[src/rtl/fp32_pkg.sv]
// fp32_pkg: shared IEEE-754 single-precision field slices, constants and converter states
package fp32_pkg;
  localparam int SIGN_BIT = 31;
  localparam int EXP_MSB = 30;
  localparam int EXP_LSB = 23;
  localparam int FRAC_MSB = 22;
  localparam logic [7:0] BIAS = 8'd127;
  localparam logic [7:0] EXP_MAX = 8'd255;
  localparam logic [31:0] INT_MIN = 32'h8000_0000;
  localparam logic [31:0] INT_MAX = 32'h7FFF_FFFF;
  typedef enum logic [1:0] {IDLE, SHIFT, SIGN, DONE} state_t;
endpackage

[src/rtl/fp32_classify.sv]
// fp32_classify: combinational special-case detection and shift setup for a packed float
module fp32_classify
  import fp32_pkg::*;
(
  input  logic [31:0] in_data,
  output logic        is_nan,
  output logic        is_ovf,
  output logic        is_zero_res,
  output logic        shift_left,
  output logic [4:0]  shift_amt,
  output logic [23:0] mant
);
  logic [7:0] e_raw;
  logic [22:0] frac;
  logic [7:0] lpos;
  logic [7:0] rpos;
  assign e_raw = in_data[EXP_MSB:EXP_LSB];
  assign frac = in_data[FRAC_MSB:0];
  assign mant = {e_raw != 8'd0, frac};
  assign is_nan = (e_raw == EXP_MAX) && (frac != 23'd0);
  assign is_ovf = !is_nan && (e_raw >= BIAS + 8'd31);
  assign is_zero_res = e_raw < BIAS;
  // the integer point sits 23 bits above the mantissa LSB
  assign shift_left = e_raw >= BIAS + 8'd23;
  assign lpos = e_raw - (BIAS + 8'd23);
  assign rpos = (BIAS + 8'd23) - e_raw;
  assign shift_amt = shift_left ? lpos[4:0] : rpos[4:0];
endmodule

[src/rtl/fp32_to_int_seq.sv]
// fp32_to_int_seq: multi-cycle float-to-int32 converter, truncating, with an iterative shifter
module fp32_to_int_seq
  import fp32_pkg::*;
#(
  parameter int SHIFT_STEP = 4
) (
  input  logic        clk,
  input  logic        rst,
  input  logic        in_valid,
  output logic        in_ready,
  input  logic [31:0] in_data,
  output logic        out_valid,
  input  logic        out_ready,
  output logic [31:0] out_data,
  output logic        out_invalid
);
  localparam logic [4:0] STEP = 5'(SHIFT_STEP);
  state_t state_q, state_d;
  logic [31:0] mag_q, mag_d, data_q, data_d;
  logic [4:0] rem_q, rem_d, step;
  logic left_q, left_d, sign_q, sign_d, inv_q, inv_d;
  logic is_nan, is_ovf, is_zero_res, shift_left;
  logic [4:0] shift_amt;
  logic [23:0] mant;
  fp32_classify u_cls (
    .in_data(in_data),
    .is_nan(is_nan),
    .is_ovf(is_ovf),
    .is_zero_res(is_zero_res),
    .shift_left(shift_left),
    .shift_amt(shift_amt),
    .mant(mant)
  );
  assign in_ready = (state_q == IDLE) && !rst;
  assign out_valid = state_q == DONE;
  assign out_data = data_q;
  assign out_invalid = inv_q;
  assign step = (rem_q < STEP) ? rem_q : STEP;
  always_comb begin
    state_d = state_q;
    mag_d = mag_q;
    rem_d = rem_q;
    left_d = left_q;
    sign_d = sign_q;
    data_d = data_q;
    inv_d = inv_q;
    case (state_q)
      IDLE: if (in_valid && in_ready) begin
        sign_d = in_data[SIGN_BIT];
        mag_d = {8'd0, mant};
        rem_d = shift_amt;
        left_d = shift_left;
        if (is_nan) begin
          data_d = INT_MIN;
          inv_d = 1'b1;
          state_d = DONE;
        end else if (is_ovf) begin
          data_d = in_data[SIGN_BIT] ? INT_MIN : INT_MAX;
          inv_d = in_data != INT_MIN + 32'h4F00_0000;
          state_d = DONE;
        end else if (is_zero_res) begin
          data_d = 32'd0;
          inv_d = 1'b0;
          state_d = DONE;
        end else begin
          state_d = (shift_amt == 5'd0) ? SIGN : SHIFT;
        end
      end
      SHIFT: begin
        mag_d = left_q ? mag_q << step : mag_q >> step;
        rem_d = rem_q - step;
        state_d = (rem_d == 5'd0) ? SIGN : SHIFT;
      end
      SIGN: begin
        data_d = sign_q ? -mag_q : mag_q;
        inv_d = 1'b0;
        state_d = DONE;
      end
      DONE: state_d = out_ready ? IDLE : DONE;
    endcase
  end
  always_ff @(posedge clk) begin
    if (rst) begin
      state_q <= IDLE;
      mag_q <= 32'd0;
      rem_q <= 5'd0;
      left_q <= 1'b0;
      sign_q <= 1'b0;
      data_q <= 32'd0;
      inv_q <= 1'b0;
    end else begin
      state_q <= state_d;
      mag_q <= mag_d;
      rem_q <= rem_d;
      left_q <= left_d;
      sign_q <= sign_d;
      data_q <= data_d;
      inv_q <= inv_d;
    end
  end
endmodule

[config.mk]
export PLATFORM = sky130hd
export DESIGN_NAME = fp32_to_int_seq
export DESIGN_NICKNAME = d
export VERILOG_FILES = /design/src/rtl/fp32_pkg.sv /design/src/rtl/fp32_classify.sv /design/src/rtl/fp32_to_int_seq.sv
export SDC_FILE = /design/constraint.sdc
export NUM_CORES = 1
export LEC_CHECK = 0
export ABC_AREA = 1
export CAP_MARGIN = 20
export CORE_ASPECT_RATIO = 1.2
export CORE_MARGIN = 8
export CORE_UTILIZATION = 54
export CTS_BUF_LIST = sky130_fd_sc_hd__clkbuf_4
export CTS_CLUSTER_SIZE = 40
export DETAILED_ROUTE_END_ITERATION = 12
export PLACE_DENSITY = 0.8
export SLEW_MARGIN = 10
export SYNTH_ARGS = -nofsm -noshare
export SYNTH_HDL_FRONTEND = slang
export SYNTH_SLANG_ARGS = --single-unit
[constraint.sdc]
create_clock -name clk -period 1.9 [get_ports clk]
set_input_delay 0.475 -clock clk [delete_from_list [all_inputs] [get_ports clk]]
set_output_delay 0.475 -clock clk [all_outputs]
set_load 0.005 [all_outputs]
==> impl_metrics.toml <==
[timing]
whs_ns = 0.484
hold_violations = 0
skew_ns = 0.0212
max_slew.worst_pin.slew_ns = 0.500
timing.final.crit_share_pct = 98.9
grt_setup_unrepaired = "yes"
max_freq_mhz = 532
fin_crit_ns = 1.88
slew_viol_final = 0
setup_viol = 0
max_slew_margin_pct = 66.2

[drt]
antenna_left = 0
routedWlPerCell_um = 16.6
routed_via_density = 5.87
dr.pass1.iters = 7
vias = 9260
drt_wl_total_mm = 26.3
drc = 0
drt_iter0_markers = 1277

[final_layout]
final_cell_area_mm2 = 0.00894
area_delta_synth_final_pct = 31.1
drive_gt1_share_pct = 14.6
antenna_cells = 0
layout.nets = 1452
n_fill_cell = 1152

[worst_setup_path]
slowest_stage = "dfxtp_2"
cp.required_ns = 2.27
worstPathCellList = "nor2_4 -> buf_8 -> nand4_1 -> nand3_1 -> o21ai_2 -> and2_1 -> nor2_1 -> nand2_1 -> a21oi_1"
cpPeakStageDelay_ns = 0.37
cp-end-kind = "flip-flop"
ff2ff_setup_slack_ns = 0.02
worstSetupPathType = "reg -> reg"
path_max_fanout = 23
worstSetupStartpointType = "flip-flop"
worst_ep_arrival_time_ns = 2.25

[die]
floorplan.core_area_mm2 = 0.0125
num_io_pins = 71
die_w_um = 119
rows = 45
die-area_mm2 = 0.0165
start_util_pct = 54.6
fp.dieH_um = 139

[cts]
clk_latency_ns = 0.45
cts_buffer_depth = 2
clk_pin_slew_ns = 0.14
clock_sinks = 74
clockRootBuffer = "clkbuf_4"
cts-buffers-inserted = 9
cts_tree = "yes"
cts_max_level = 3

[pwr]
swShare_pct = 48.6
powerDensity_mw_per_mm2 = 1140
power_frac_comb_pct = 65.3
ir_worst_vdd_v = 0.000853
intPower_uw = 5260
power.switching_uw = 4970
seqPwrFrac_pct = 22.9
p_clk_share_pct = 11.8
leakagePower_uw = 0.00427

[global_routing]
grt-ovfl-total = 0
grt_pass1_vias = 8210
antenna_found_initial = 0
grt_pass1_wl_mm = 40.4
grt_util_all_layers_pct = 29.4
grt_max_degree = 59

[synth]
synth.ff_latch_count = 74
ys_top_cells_by_area = "dfxtp_1, nand2_1, nand3_1"
netlist_area_mm2 = 0.00682
seq_area_frac_synth_pct = 21.7
ys_types = 40
avgSynthCellArea_um2 = 5.41
postSynthCellCount = 1261
yosys_warnings = 0
syn_nets = 1304
synth_area_leader_cell = "dfxtp_1"
synth_top_area_share_pct = 21.7

[worst_hold_path]
hold_class = "reg -> reg"

[placement]
place_area_mm2 = 0.00840
numPortBuffers = 70
gp_congestion = 0.993
detailed_place_hpwl_mm = 18.8

[run]
drv_cap = 0

[outcome]
status = "completed"
-- what timing repair did --
item / 4_1_cts / 5_1_grt
endpoints found under the hold margin: 0 / 0
gates cloned: 2 / 6
setup buffers: 4 / 6
endpoints found under the setup margin: 36 / 57
gates resized for setup: 16 / 46
pin swaps: 2 / 8
hold buffers: 0 / 0
-- layer usage --
layer | track usage [%] | share of wire [%]
met3 | 4.81 | 11
met1 | 37.2 | 39
met2 | 49.5 | 47
met4 | 9.21 | 4.0
met5 | 0 | 0
-- cell type report --
class,instances,area (µm²),area share (%)
Inverter,101,382,4.27
Clock buffer,9,67.6,0.755
Timing Repair Buffer,207,1980,22.1
Multi-Input combinational cell,1016,4720,52.8
Sequential cell,74,1490,16.7
Tap cell,164,205,2.29
Clock inverter,7,101,1.13
-- cell usage after synthesis --
library cell,n
a21boi_0,1
a21oi_1,75
a21oi_4,1
a31oi_1,6
a41oi_1,1
and2_1,4
buf_1,10
buf_2,27
buf_4,4
buf_6,1
clkbuf_1,28
clkinv_1,2
conb_1,1
dfxtp_1,74
ha_1,7
inv_1,91
inv_2,8
nand2_1,388
nand2_2,2
nand2_4,2
nand3_1,207
nand3_2,1
nand3b_1,2
nand4_1,35
nor2_1,154
nor2_2,2
nor2_4,2
nor3_1,5
nor3_4,1
nor4_1,1
o211ai_1,7
o21ai_0,84
o21ai_1,8
o21bai_1,1
o22ai_1,6
o311ai_0,1
o31ai_1,2
or2_2,5
xnor2_1,1
xor2_1,3
-- power groups by stage --
stage | Sequential [µW] | Clock (µW) | Combinational [µW]
after detailed placement | 2340 | 0 | 6010
after floorplan | 2250 | 0 | 3770
after global placement | 2340 | 0 | 5930
final | 2340 | 1200 | 6680
after global routing | 2370 | 1280 | 7280
after CTS | 2300 | 1210 | 6230
-- metrics by stage --
| step | utilization, % | TNS, ns | power [µW] | std cells | worst slack (ns) |
|---|---|---|---|---|---|
| 6_report | 71.6 | 0 | 10200 | 1578 | 0.0209 |
| 5_1_grt | 71.6 | -0.338 | 10900 | 1578 | -0.0667 |
| 4_1_cts | 69.5 | -0.00135 | 9740 | 1566 | -0.00135 |
| 3_5_place_dp | 67.2 | -20.71 | 8350 | 1544 | -0.581 |
| 3_3_place_gp | 67.2 | -18.69 | 8260 | 1544 | -0.502 |
| 2_1_floorplan | - | 0 | 6020 | 1261 | 0.00285 |
-- sequential cells by signal (all words and copies together), names as in the netlist --
signal,cells
left_q,1
mag_q,32
out_data,32
out_invalid,1
rem_q,5
sign_q,1
state_q,2
-- cells by family (layout without fill, tap and decap cells) --
| logic type | Yosys count | after routing | share of synthesized area [%] |
|---|---|---|---|
| AO/OA/AOI/OAI | 193 | 193 | 15.1 |
| XOR/XNOR | 4 | 4 | 0.514 |
| adder cells (fa/ha/maj) | 7 | 7 | 1.28 |
| buffers and inverters | 171 | 324 | 10.2 |
| flip-flops | 74 | 74 | 21.7 |
| other | 1 | 1 | 0.0550 |
| AND/OR/NAND/NOR | 811 | 811 | 51.1 |
-- path summary, 6_finish.rpt --
path / start / endpoint / depth (start not counted)
worst max register to register: rem_q[3] / mag_q[26] / 9
worst min-delay path: out_data[31] / out_data[31] / 2
worst min register to register: out_data[31] / out_data[31] / 2
worst max-delay path: rem_q[3] / mag_q[26] / 9
-- critical path, delay by kind of cell, from the launching register on --
| kind | cells | cell delay [ns] |
|---|---|---|
| AOI/OAI and AO/OA | 2 | 0.20 |
| buffers and inverters | 1 | 0.22 |
| DFF | 1 | 0.37 |
| and+or+nand+nor | 6 | 1.02 |
-- cells in the final DEF, fill, tap and decap left out, types with 6 or more instances in the layout --
cell | Yosys | routed
inv_2 | 8 | 8
nor2_2 | 2 | 8
o21ai_1 | 8 | 15
buf_12 | 0 | 10
clkbuf_4 | 0 | 9
buf_4 | 4 | 115
nand2_1 | 388 | 382
inv_1 | 91 | 90
a21oi_1 | 75 | 74
dfxtp_1 | 74 | 68
a31oi_1 | 6 | 6
nand2_2 | 2 | 7
nand4_1 | 35 | 35
nand3_1 | 207 | 206
clkdlybuf4s50_1 | 0 | 61
o211ai_1 | 7 | 7
ha_1 | 7 | 7
o21ai_0 | 84 | 75
nor2_1 | 154 | 147
(Power assumes the default switching activity.)
